### config.mk
export PLATFORM = sky130hd
export DESIGN_NAME = adc_wb_reader
export DESIGN_NICKNAME = d
export VERILOG_FILES = /design/src/rtl/adc_wb_reader.sv
export SDC_FILE = /design/constraint.sdc
export NUM_CORES = 1
export LEC_CHECK = 0
export ABC_AREA = 1
export CELL_PAD_IN_SITES_DETAIL_PLACEMENT = 1
export CELL_PAD_IN_SITES_GLOBAL_PLACEMENT = 2
export CORE_UTILIZATION = 35
export CTS_CLUSTER_SIZE = 28
export DETAILED_ROUTE_END_ITERATION = 7
export PLACE_DENSITY = 0.88
export SLEW_MARGIN = 40
export SYNTH_ARGS = -nofsm -noshare
export SYNTH_HDL_FRONTEND = slang
export SYNTH_SLANG_ARGS = --single-unit
### constraint.sdc
create_clock -name wb_clk_i -period 9.1 [get_ports wb_clk_i]
set_input_delay 1.82 -clock wb_clk_i [delete_from_list [all_inputs] [get_ports wb_clk_i]]
set_output_delay 1.82 -clock wb_clk_i [all_outputs]
set_load 0.01 [all_outputs]
### src/rtl/adc_wb_reader.sv
// Wishbone classic initiator for the VCO-ADC register slave: writes one config
// word, polls status and streams samples into a first-word-fall-through FIFO.
module adc_wb_reader #(
    parameter logic [31:0] BASE_ADDR  = 32'h3000_0000,
    parameter logic [7:0]  CFG_OFS    = 8'h00,
    parameter logic [7:0]  STAT_OFS   = 8'h04,
    parameter logic [7:0]  DATA_OFS   = 8'h08,
    parameter int          FIFO_DEPTH = 8,
    parameter int          TIMEOUT    = 255
) (
    input  logic                          wb_clk_i,
    input  logic                          wb_rst_ni,
    input  logic                          start_i,
    input  logic [31:0]                   cfg_word_i,
    input  logic [15:0]                   n_samples_i,
    output logic                          busy_o,
    output logic                          done_o,
    output logic                          timeout_o,
    output logic                          overflow_o,
    output logic                          wbm_cyc_o,
    output logic                          wbm_stb_o,
    output logic                          wbm_we_o,
    output logic [3:0]                    wbm_sel_o,
    output logic [31:0]                   wbm_adr_o,
    output logic [31:0]                   wbm_dat_o,
    input  logic [31:0]                   wbm_dat_i,
    input  logic                          wbm_ack_i,
    input  logic                          fifo_rd_i,
    output logic [31:0]                   fifo_dat_o,
    output logic                          fifo_empty_o,
    output logic                          fifo_full_o,
    output logic [$clog2(FIFO_DEPTH):0]   fifo_level_o
);
    localparam int AW = $clog2(FIFO_DEPTH);
    localparam int TW = $clog2(TIMEOUT + 1);
    localparam logic [31:0] CFG_ADR  = BASE_ADDR + {24'h00_0000, CFG_OFS};
    localparam logic [31:0] STAT_ADR = BASE_ADDR + {24'h00_0000, STAT_OFS};
    localparam logic [31:0] DATA_ADR = BASE_ADDR + {24'h00_0000, DATA_OFS};

    typedef enum logic [2:0] {
        S_IDLE     = 3'd0,
        S_WR_CFG   = 3'd1,
        S_POLL     = 3'd2,
        S_POLL_GAP = 3'd3,
        S_RD_DATA  = 3'd4,
        S_DONE     = 3'd5,
        S_ERR      = 3'd6
    } state_t;

    state_t          state_r;
    logic [15:0]     n_r;
    logic [15:0]     cnt_r;
    logic [TW-1:0]   to_cnt_r;
    logic            gap_r;
    logic            cyc_r;
    logic            we_r;
    logic [3:0]      sel_r;
    logic [31:0]     adr_r;
    logic [31:0]     dat_r;
    logic            busy_r;
    logic            done_r;
    logic            timeout_r;
    logic            overflow_r;

    logic [31:0]     mem [FIFO_DEPTH];
    logic [AW-1:0]   wr_ptr_r;
    logic [AW-1:0]   rd_ptr_r;
    logic [AW:0]     level_r;

    logic            push_s;
    logic            pop_s;
    logic            full_s;
    logic            wr_en_s;
    logic            drop_s;

    // A full FIFO still accepts a push when a pop retires the head in the same cycle.
    assign push_s  = (state_r == S_RD_DATA) && cyc_r && wbm_ack_i;
    assign pop_s   = fifo_rd_i && (level_r != '0);
    assign full_s  = (level_r == (AW+1)'(FIFO_DEPTH));
    assign wr_en_s = push_s && (!full_s || pop_s);
    assign drop_s  = push_s && full_s && !pop_s;

    // Bus sequencer: one bus cycle per state, separated by at least one idle cycle.
    always_ff @(posedge wb_clk_i or negedge wb_rst_ni) begin
        if (!wb_rst_ni) begin
            state_r    <= S_IDLE;
            n_r        <= 16'd0;
            cnt_r      <= 16'd0;
            to_cnt_r   <= '0;
            gap_r      <= 1'b0;
            cyc_r      <= 1'b0;
            we_r       <= 1'b0;
            sel_r      <= 4'h0;
            adr_r      <= 32'h0000_0000;
            dat_r      <= 32'h0000_0000;
            busy_r     <= 1'b0;
            done_r     <= 1'b0;
            timeout_r  <= 1'b0;
            overflow_r <= 1'b0;
        end else begin
            done_r <= 1'b0;
            if (drop_s) begin
                overflow_r <= 1'b1;
            end
            case (state_r)
                S_IDLE: begin
                    if (start_i) begin
                        n_r        <= n_samples_i;
                        cnt_r      <= 16'd0;
                        timeout_r  <= 1'b0;
                        overflow_r <= 1'b0;
                        busy_r     <= 1'b1;
                        cyc_r      <= 1'b1;
                        we_r       <= 1'b1;
                        sel_r      <= 4'hF;
                        adr_r      <= CFG_ADR;
                        dat_r      <= cfg_word_i;
                        to_cnt_r   <= '0;
                        state_r    <= S_WR_CFG;
                    end
                end
                S_WR_CFG, S_POLL, S_RD_DATA: begin
                    if (!cyc_r) begin
                        cyc_r    <= 1'b1;
                        we_r     <= 1'b0;
                        sel_r    <= 4'hF;
                        adr_r    <= (state_r == S_POLL) ? STAT_ADR : DATA_ADR;
                        to_cnt_r <= '0;
                    end else if (wbm_ack_i) begin
                        cyc_r <= 1'b0;
                        we_r  <= 1'b0;
                        sel_r <= 4'h0;
                        dat_r <= 32'h0000_0000;
                        if (state_r == S_WR_CFG) begin
                            if (n_r == 16'd0) begin
                                done_r  <= 1'b1;
                                busy_r  <= 1'b0;
                                state_r <= S_DONE;
                            end else begin
                                state_r <= S_POLL;
                            end
                        end else if (state_r == S_POLL) begin
                            if (wbm_dat_i[0]) begin
                                state_r <= S_RD_DATA;
                            end else begin
                                gap_r   <= 1'b0;
                                state_r <= S_POLL_GAP;
                            end
                        end else begin
                            cnt_r <= cnt_r + 16'd1;
                            if ((cnt_r + 16'd1) == n_r) begin
                                done_r  <= 1'b1;
                                busy_r  <= 1'b0;
                                state_r <= S_DONE;
                            end else begin
                                state_r <= S_POLL;
                            end
                        end
                    end else if (to_cnt_r == TW'(TIMEOUT - 1)) begin
                        cyc_r     <= 1'b0;
                        we_r      <= 1'b0;
                        sel_r     <= 4'h0;
                        dat_r     <= 32'h0000_0000;
                        timeout_r <= 1'b1;
                        busy_r    <= 1'b0;
                        state_r   <= S_ERR;
                    end else begin
                        to_cnt_r <= to_cnt_r + TW'(1);
                    end
                end
                S_POLL_GAP: begin
                    if (gap_r) begin
                        state_r <= S_POLL;
                    end else begin
                        gap_r <= 1'b1;
                    end
                end
                S_DONE:  state_r <= S_IDLE;
                S_ERR:   state_r <= S_IDLE;
                default: state_r <= S_IDLE;
            endcase
        end
    end

    // FIFO pointers and occupancy.
    always_ff @(posedge wb_clk_i or negedge wb_rst_ni) begin
        if (!wb_rst_ni) begin
            wr_ptr_r <= '0;
            rd_ptr_r <= '0;
            level_r  <= '0;
        end else begin
            if (wr_en_s) begin
                wr_ptr_r <= wr_ptr_r + AW'(1);
            end
            if (pop_s) begin
                rd_ptr_r <= rd_ptr_r + AW'(1);
            end
            case ({wr_en_s, pop_s})
                2'b10:   level_r <= level_r + (AW+1)'(1);
                2'b01:   level_r <= level_r - (AW+1)'(1);
                default: level_r <= level_r;
            endcase
        end
    end

    // FIFO storage.
    always_ff @(posedge wb_clk_i) begin
        if (wr_en_s) begin
            mem[wr_ptr_r] <= wbm_dat_i;
        end
    end

    assign busy_o       = busy_r;
    assign done_o       = done_r;
    assign timeout_o    = timeout_r;
    assign overflow_o   = overflow_r;
    assign wbm_cyc_o    = cyc_r;
    assign wbm_stb_o    = cyc_r;
    assign wbm_we_o     = we_r;
    assign wbm_sel_o    = sel_r;
    assign wbm_adr_o    = adr_r;
    assign wbm_dat_o    = dat_r;
    assign fifo_dat_o   = mem[rd_ptr_r];
    assign fifo_empty_o = (level_r == '0);
    assign fifo_full_o  = full_s;
    assign fifo_level_o = level_r;

endmodule
==> results.md, run 1 <==
- Synthesis warning total: 0
- M1 GR Usage: 22.7%
- Pins Over Slew Limit: 0
- Status: completed
- Crit path depth: 7
- Final Power: 6250 uW
- Yosys reg bits: 352
- Number of buffers created by CTS: 39
- Worst flop-to-flop path endpoint: mem[0][0]
- Fin Clk Skew: 0.0168 ns
- Vias in the first global route: 12000
- Distinct cells, synth: 45
- Root Driver: clkbuf_16
- Vert. Die Dim: 210 um
- Final min period: 5.81 ns
- Global Route met3 Usage: 4.62%
- Largest delay contributor family on the critical path: buffers and inverters
- Initial antenna violation count: 0
- Max Freq: 172 MHz
- XOR/XNOR Fraction of Synth Area: 0.678%
- R2R Path Start: state_r[1]
- Post-CTS sizing: 0
- Compound-Gate Fraction of Synth Area: 10.3%
- Actual slew at the worst max-slew pin: 0.793 ns
- DR WL/cell: 18.6 um
- Synth Cell Area: 0.0151 mm2
- Worst path required time: 7.28 ns
- Starting Density: 35.8%
- IO Pins: 198
- EDFF count, synth: 256
- Crit path DAT: 3.99 ns
- Num rows: 75
- Storage element area: 0.0101 mm2
- Final Util: 44.1%
- DRT iter0 DRCs: 487
- I/O Buffers: 169
- Worst slew margin: 47.1%
- Final TNS setup: 0 ns
- Share of layout cells above drive strength 1: 7.62%
- Crit. End Element: output pin
- Main synth FF type: edfxtp_1
- Fill cell count: 4593
- Maxcap violations: 0
- Register-to-Register Path Depth: 11
- Synth Area in Adders: 0.711%
- Drt pass-1 iters: 5
- Mapped Cells: 1416
- First-pass GRT wire length: 64700 um
- Deepest clock path buffer count: 3
- Critical Path End: fifo_dat_o[8]
- RSZ-0062 raised after global routing: false
- CTS tree: yes
- Mux contribution to synthesized area: 0%
- Number of H-tree levels: 2
- Via count: 11000
- # DRC: 0
- Fin. Hold Viols: 0
- Die area: 0.0441 mm2
- Tcrit/Tclk final: 63.9%
- Max incr delay on CP: 0.74 ns
- Worst path cell trace: inv_2 > buf_4 > o21ai_0 > o22ai_1 > nor2_1 > a31oi_1 > clkdlybuf4s50_1
- Final nets: 1665
- Synth Area in Simple Gates: 16.3%
- Largest net degree at the start of global routing: 81
- Core footprint: 0.0423 mm2
- Antenna Nets Post-Route: 0
- Antenna Cells: 0
- Clk slew on worst S/H paths: 0.06 ns
- Met2 usage: 32.9%
- Multi-input gate area: 0.00439 mm2
- CP Max Fanout: 80
- Fraction of registers with async set/reset: 27.3%
- Count of final setup violators: 0
- PwrDens: 335 mW/mm2
- Main combinational cell family by area after synthesis: simple AND/OR/NAND/NOR gates
- CTS sink count: 352
- Hold bufs inserted after CTS: 0
- HP Class: register to register
- Hold Path Depth: 2
- WL final: 40500 um
- Critical path class: register to output pin
- Worst Hold Launch: wbm_dat_o[8]
- LEAKAGE: 0.00694 uW
- Max IR drop VDD: 0.194 mV
- Final hold slack: 0.488 ns
- Average size of a mapped cell: 10.7 um2
- Global route hottest layer: met2
- Global route overflow: 0
- Crit start category: register
- Worst setup margin: 3.29 ns
- CP max stage cell: buf_4
- FF-to-FF setup slack: 5.74 ns
- Area grow syn2layout: 23.2%
- Die Wd: 210 um
- Worst skew pair latency: 0.55 ns
- GP Congestion: 0.774
- Total GRT Usage: 18.6%
- Worst Path Buf+Inv: 3
- Pre-CTS WS: 3.80 ns
- Post-DR vias/cell: 5.05
- Worst setup startpoint: rd_ptr_r[0]
- Sequential area share after synthesis: 66.6%
- Postcts setup bufs: 0
- Hpwl dp: 25100 um
==> logic make-up after synthesis <==
group / count (synthesis)
AO/OA/AOI/OAI: 286
flip-flops: 352
XOR/XNOR: 10
AND/OR/NAND/NOR: 578
other: 1
buffers and inverters: 181
adder cells (fa/ha/maj): 8
==> placed cells by master (no fill, tap or decap), drive strengths merged, types with 3 or more instances in the layout <==
cell type,instances
nor2,278
edfxtp,256
o21ai,197
nand2,181
clkdlybuf4s50,168
dfrtp,96
nand3,85
inv,82
clkbuf,52
o22ai,41
a31oi,33
conb,28
buf,20
clkinv,15
nand4,14
nor3,11
a21oi,10
xor2,7
ha,7
nor4,6
bufinv,3
==> layer usage <==
metal / vias to the layer above / wire, um
met4: 0 / 786
met5: - / 0
met3: 60 / 2200
met2: 231 / 20300
li1: 5193 / -
met1: 5524 / 17200
==> synthesized netlist by cell type (2+ instances only) <==
cell type,instances,share of area [%]
o21ai_1,14,0.46
edfxtp_1,256,51
o21ai_0,182,6.0
inv_1,75,1.9
nand2_2,5,0.21
o21a_1,2,0.099
nand3_4,2,0.23
clkbuf_1,55,1.4
ha_1,7,0.58
a31oi_1,33,1.4
xor2_1,7,0.40
dfrtp_1,96,16
nor2_2,10,0.41
nand3_1,82,2.7
nor2_1,266,6.6
o22ai_1,41,1.7
nand4_1,14,0.58
buf_4,33,1.6
nor3_1,8,0.26
a21oi_1,8,0.26
nor4_1,6,0.25
buf_2,4,0.13
buf_1,7,0.17
inv_2,5,0.12
nand2_1,175,4.3
xnor2_1,2,0.12
nor3_2,3,0.20
==> layout make-up <==
cell class	instances	area share [%]
Sequential cell	352	54.1
Multi-Input combinational cell	910	23.5
Timing Repair Buffer	188	10.2
Clock buffer	52	5.60
Tap cell	577	3.87
Inverter	81	1.64
Clock inverter	19	1.03
==> per-stage QoR <==
step / instance area [um2] / instances
floorplan: 15200 / 1443
global placement: 17300 / 2104
detailed placement: 17400 / 2108
CTS: 18700 / 2179
global route: 18700 / 2179
finish: 18700 / 2179
==> how the worst min path moves through the flow <==
stage	to	slack, ns
floorplan	gap_r	0.45
global placement	wbm_adr_o[3]	0.46
detailed placement	wbm_dat_o[16]	0.48
CTS	wbm_dat_o[16]	0.50
global route	timeout_o	0.52
finish	wbm_dat_o[8]	0.49
==> worst reg2reg max path, cell delays in order (launching register included) <==
cell and delay [ns]:
dfrtp_1 0.41, inv_1 0.11, nor2_2 0.06, nand2_4 0.12
nand3_4 0.20, a21oi_2 0.29, nand3_4 0.18, nor2_8 0.23
nand2_2 0.12, or2_1 0.38, nor2_4 0.42, buf_4 0.48
==> power breakdown <==
part	total, uW	internal, uW	switching (uW)	leakage, uW
registers	2170	1980	188	0.00353
logic	2550	943	1610	0.00280
clock network	1540	898	640	0.000609
total	6250	3820	2430	0.00694
==> state kept, by name, summed over array words and instances (netlist names), 3 cells and up <==
| name | count |
|---|---|
| fifo_level_o | 4 |
| n_r | 16 |
| wbm_adr_o | 3 |
| cnt_r | 16 |
| wr_ptr_r | 3 |
| rd_ptr_r | 3 |
| to_cnt_r | 8 |
| mem | 256 |
| state_r | 3 |
| wbm_dat_o | 32 |
Power figures use the tool's default switching activity.
==> run 2, diff against run 1 <==
- CORE_UTILIZATION: 35 -> 32
- PLACE_DENSITY: 0.88 -> 0.85
- clock period: 9.1 -> 5.27 ns (I/O delays scaled with it)
==> run 2 against run 1 <==
  * The flow now finishes with violations (design-rule violations)
  * Global-route usage shrank 1.3 points
  * Sequential power grew 70%
  * Setup slack lost 2.3 ns
  * Core utilization shrank 3.9 points
  * Critical path type unchanged
  * Largest power group unchanged
==> results.md, run 2 (synthesis gave the netlist of run 1 again) <==
- Largest net degree at the start of global routing: 83 (was 81)
- # DRC: 28 (was 0)
- LEAKAGE: 0.00697 uW (was 0.00694 uW)
- Critical Path End: fifo_dat_o[23] (was fifo_dat_o[8])
- Total GRT Usage: 17.3% (was 18.6%)
- Max IR drop VDD: 0.324 mV (was 0.194 mV)
- Hpwl dp: 25900 um (was 25100 um)
- Pre-CTS WS: 1.28 ns (was 3.80 ns)
- Worst slew margin: 47.9% (was 47.1%)
- Vias in the first global route: 11600 (was 12000)
- R2R Path Start: state_r[1] (unchanged)
- Status: complete, but fails checks (was completed)
- First-pass GRT wire length: 64800 um (was 64700 um)
- Register-to-Register Path Depth: 11 (unchanged)
- DRT iter0 DRCs: 529 (was 487)
- Actual slew at the worst max-slew pin: 0.780 ns (was 0.793 ns)
- Fin Clk Skew: 0.0126 ns (was 0.0168 ns)
- DR WL/cell: 18.6 um (about the same)
- Number of H-tree levels: 2 (unchanged)
- M1 GR Usage: 21.3% (was 22.7%)
- Vert. Die Dim: 220 um (was 210 um)
- Share of layout cells above drive strength 1: 8.09% (was 7.62%)
- Global route overflow: 0 (unchanged)
- Die area: 0.0482 mm2 (was 0.0441 mm2)
- HP Class: primary input to async pin (was register to register)
- Tcrit/Tclk final: 81.2%
- Global route hottest layer: met2 (unchanged)
- CP Max Fanout: 82 (was 80)
- Drt pass-1 iters: 6 (was 5)
- Worst path required time: 4.22 ns (was 7.28 ns)
- Max Freq: 234 MHz
- Most common cell after layout, fill and taps aside: nor2_1 (unchanged)
- IO Pins: 198 (unchanged)
- WL final: 41100 um (was 40500 um)
- Count of final setup violators: 0 (unchanged)
- Crit path DAT: 3.23 ns (was 3.99 ns)
- Worst skew pair latency: 0.56 ns (was 0.55 ns)
- Most frequent cells in the layout: nor2_1, edfxtp_1, o21ai_0, nand2_1, clkdlybuf4s50_1 (unchanged)
- Violated checks: design-rule violations
- Num rows: 79 (was 75)
- Postcts setup bufs: 0 (unchanged)
- Worst flop-to-flop path endpoint: mem[0][19] (was mem[0][0])
- CTS tree: yes (unchanged)
- Initial antenna violation count: 2 (was 0)
- FF-to-FF setup slack: 2.04 ns (was 5.74 ns)
- Area grow syn2layout: 23.8% (was 23.2%)
- PwrDens: 586 mW/mm2 (was 335 mW/mm2)
- Pins Over Slew Limit: 0 (unchanged)
- Hold bufs inserted after CTS: 0 (unchanged)
- Met2 usage: 29.9% (was 32.9%)
- Final min period: 4.28 ns
- Final nets: 1668 (was 1665)
- Root Driver: clkbuf_16 (unchanged)
- Fin. Hold Viols: 0 (unchanged)
- Final Util: 40.2% (was 44.1%)
- Via count: 11000 (about the same)
- GP Congestion: 0.795 (was 0.774)
- Worst setup margin: 0.990 ns (was 3.29 ns)
- Crit start category: register (unchanged)
- Starting Density: 32.5% (was 35.8%)
- Clk slew on worst S/H paths: 0.06 ns (about the same)
- RSZ-0062 raised after global routing: false (unchanged)
- I/O Buffers: 169 (unchanged)
- CTS sink count: 352 (unchanged)
- Deepest clock path buffer count: 3 (unchanged)
- Max FFs per register: 256 (unchanged)
- Global Route met3 Usage: 4.44% (was 4.62%)
- Post-DR vias/cell: 4.98 (was 5.05)
- Post-CTS sizing: 0 (unchanged)
- Maxcap violations: 0 (unchanged)
- Largest Register: mem (unchanged)
- Final Power: 11000 uW (was 6250 uW)
- Worst setup startpoint: rd_ptr_r[0] (unchanged)
- Number of buffers created by CTS: 41 (was 39)
- Final hold slack: 0.464 ns (was 0.488 ns)
- Critical path class: register to output pin (unchanged)
- Final TNS setup: 0 ns (unchanged)
- Antenna Nets Post-Route: 0 (unchanged)
- Crit. End Element: output pin (unchanged)
- Die Wd: 220 um (was 210 um)
- Core footprint: 0.0467 mm2 (was 0.0423 mm2)
-- run 2: worst min-delay path by stage --
stage / end / slack [ns] / cells after the start
after floorplan: gap_r / 0.45 / 2
after global placement: wbm_adr_o[3] / 0.46 / 2
after detailed placement: wbm_adr_o[3] / 0.47 / 2
after CTS: wbm_adr_o[3] / 0.49 / 2
after global routing: n_r[9] / 0.50 / 1
final: n_r[13] / 0.46 / 1
-- run 2: critical path, stage by stage (launching register included) --
cell and delay, ns:
dfrtp_4 0.50, clkinv_2 0.46, buf_12 0.38, o21ai_0 0.13, o22ai_1 0.17, nor2_1 0.06, a31oi_1 0.33, clkdlybuf4s50_1 0.61
-- run 2: power by group --
group          leakage, uW  internal [uW]  switching [uW]
Clock             0.000651           1630            1170
Combinational      0.00279           1640            2860
Sequential         0.00353           3420             268
Total              0.00697           6680            4300
-- run 2: stage by stage --
step	area (um2)	cells
2_1_floorplan	15200	1443
3_3_place_gp	17400	2139
3_5_place_dp	17400	2139
4_1_cts	18700	2214
5_1_grt	18700	2214
6_report	18700	2215
-- run 2: layout make-up --
type | instances | area (um2)
timing repair buffer | 189 | 1870
tap | 607 | 759
clock inverter | 27 | 236
clock buffer | 48 | 1080
antenna | 1 | 2.50
inverter | 81 | 310
multi-input combinational | 910 | 4390
sequential | 352 | 10100
fill | 5159 | 27900
-- run 2: per-layer routing --
metal | vias up | wire length (um)
li1 | 5187 | -
met1 | 5522 | 17200
met2 | 246 | 20400
met3 | 65 | 2670
met4 | 2 | 945
met5 | - | 13
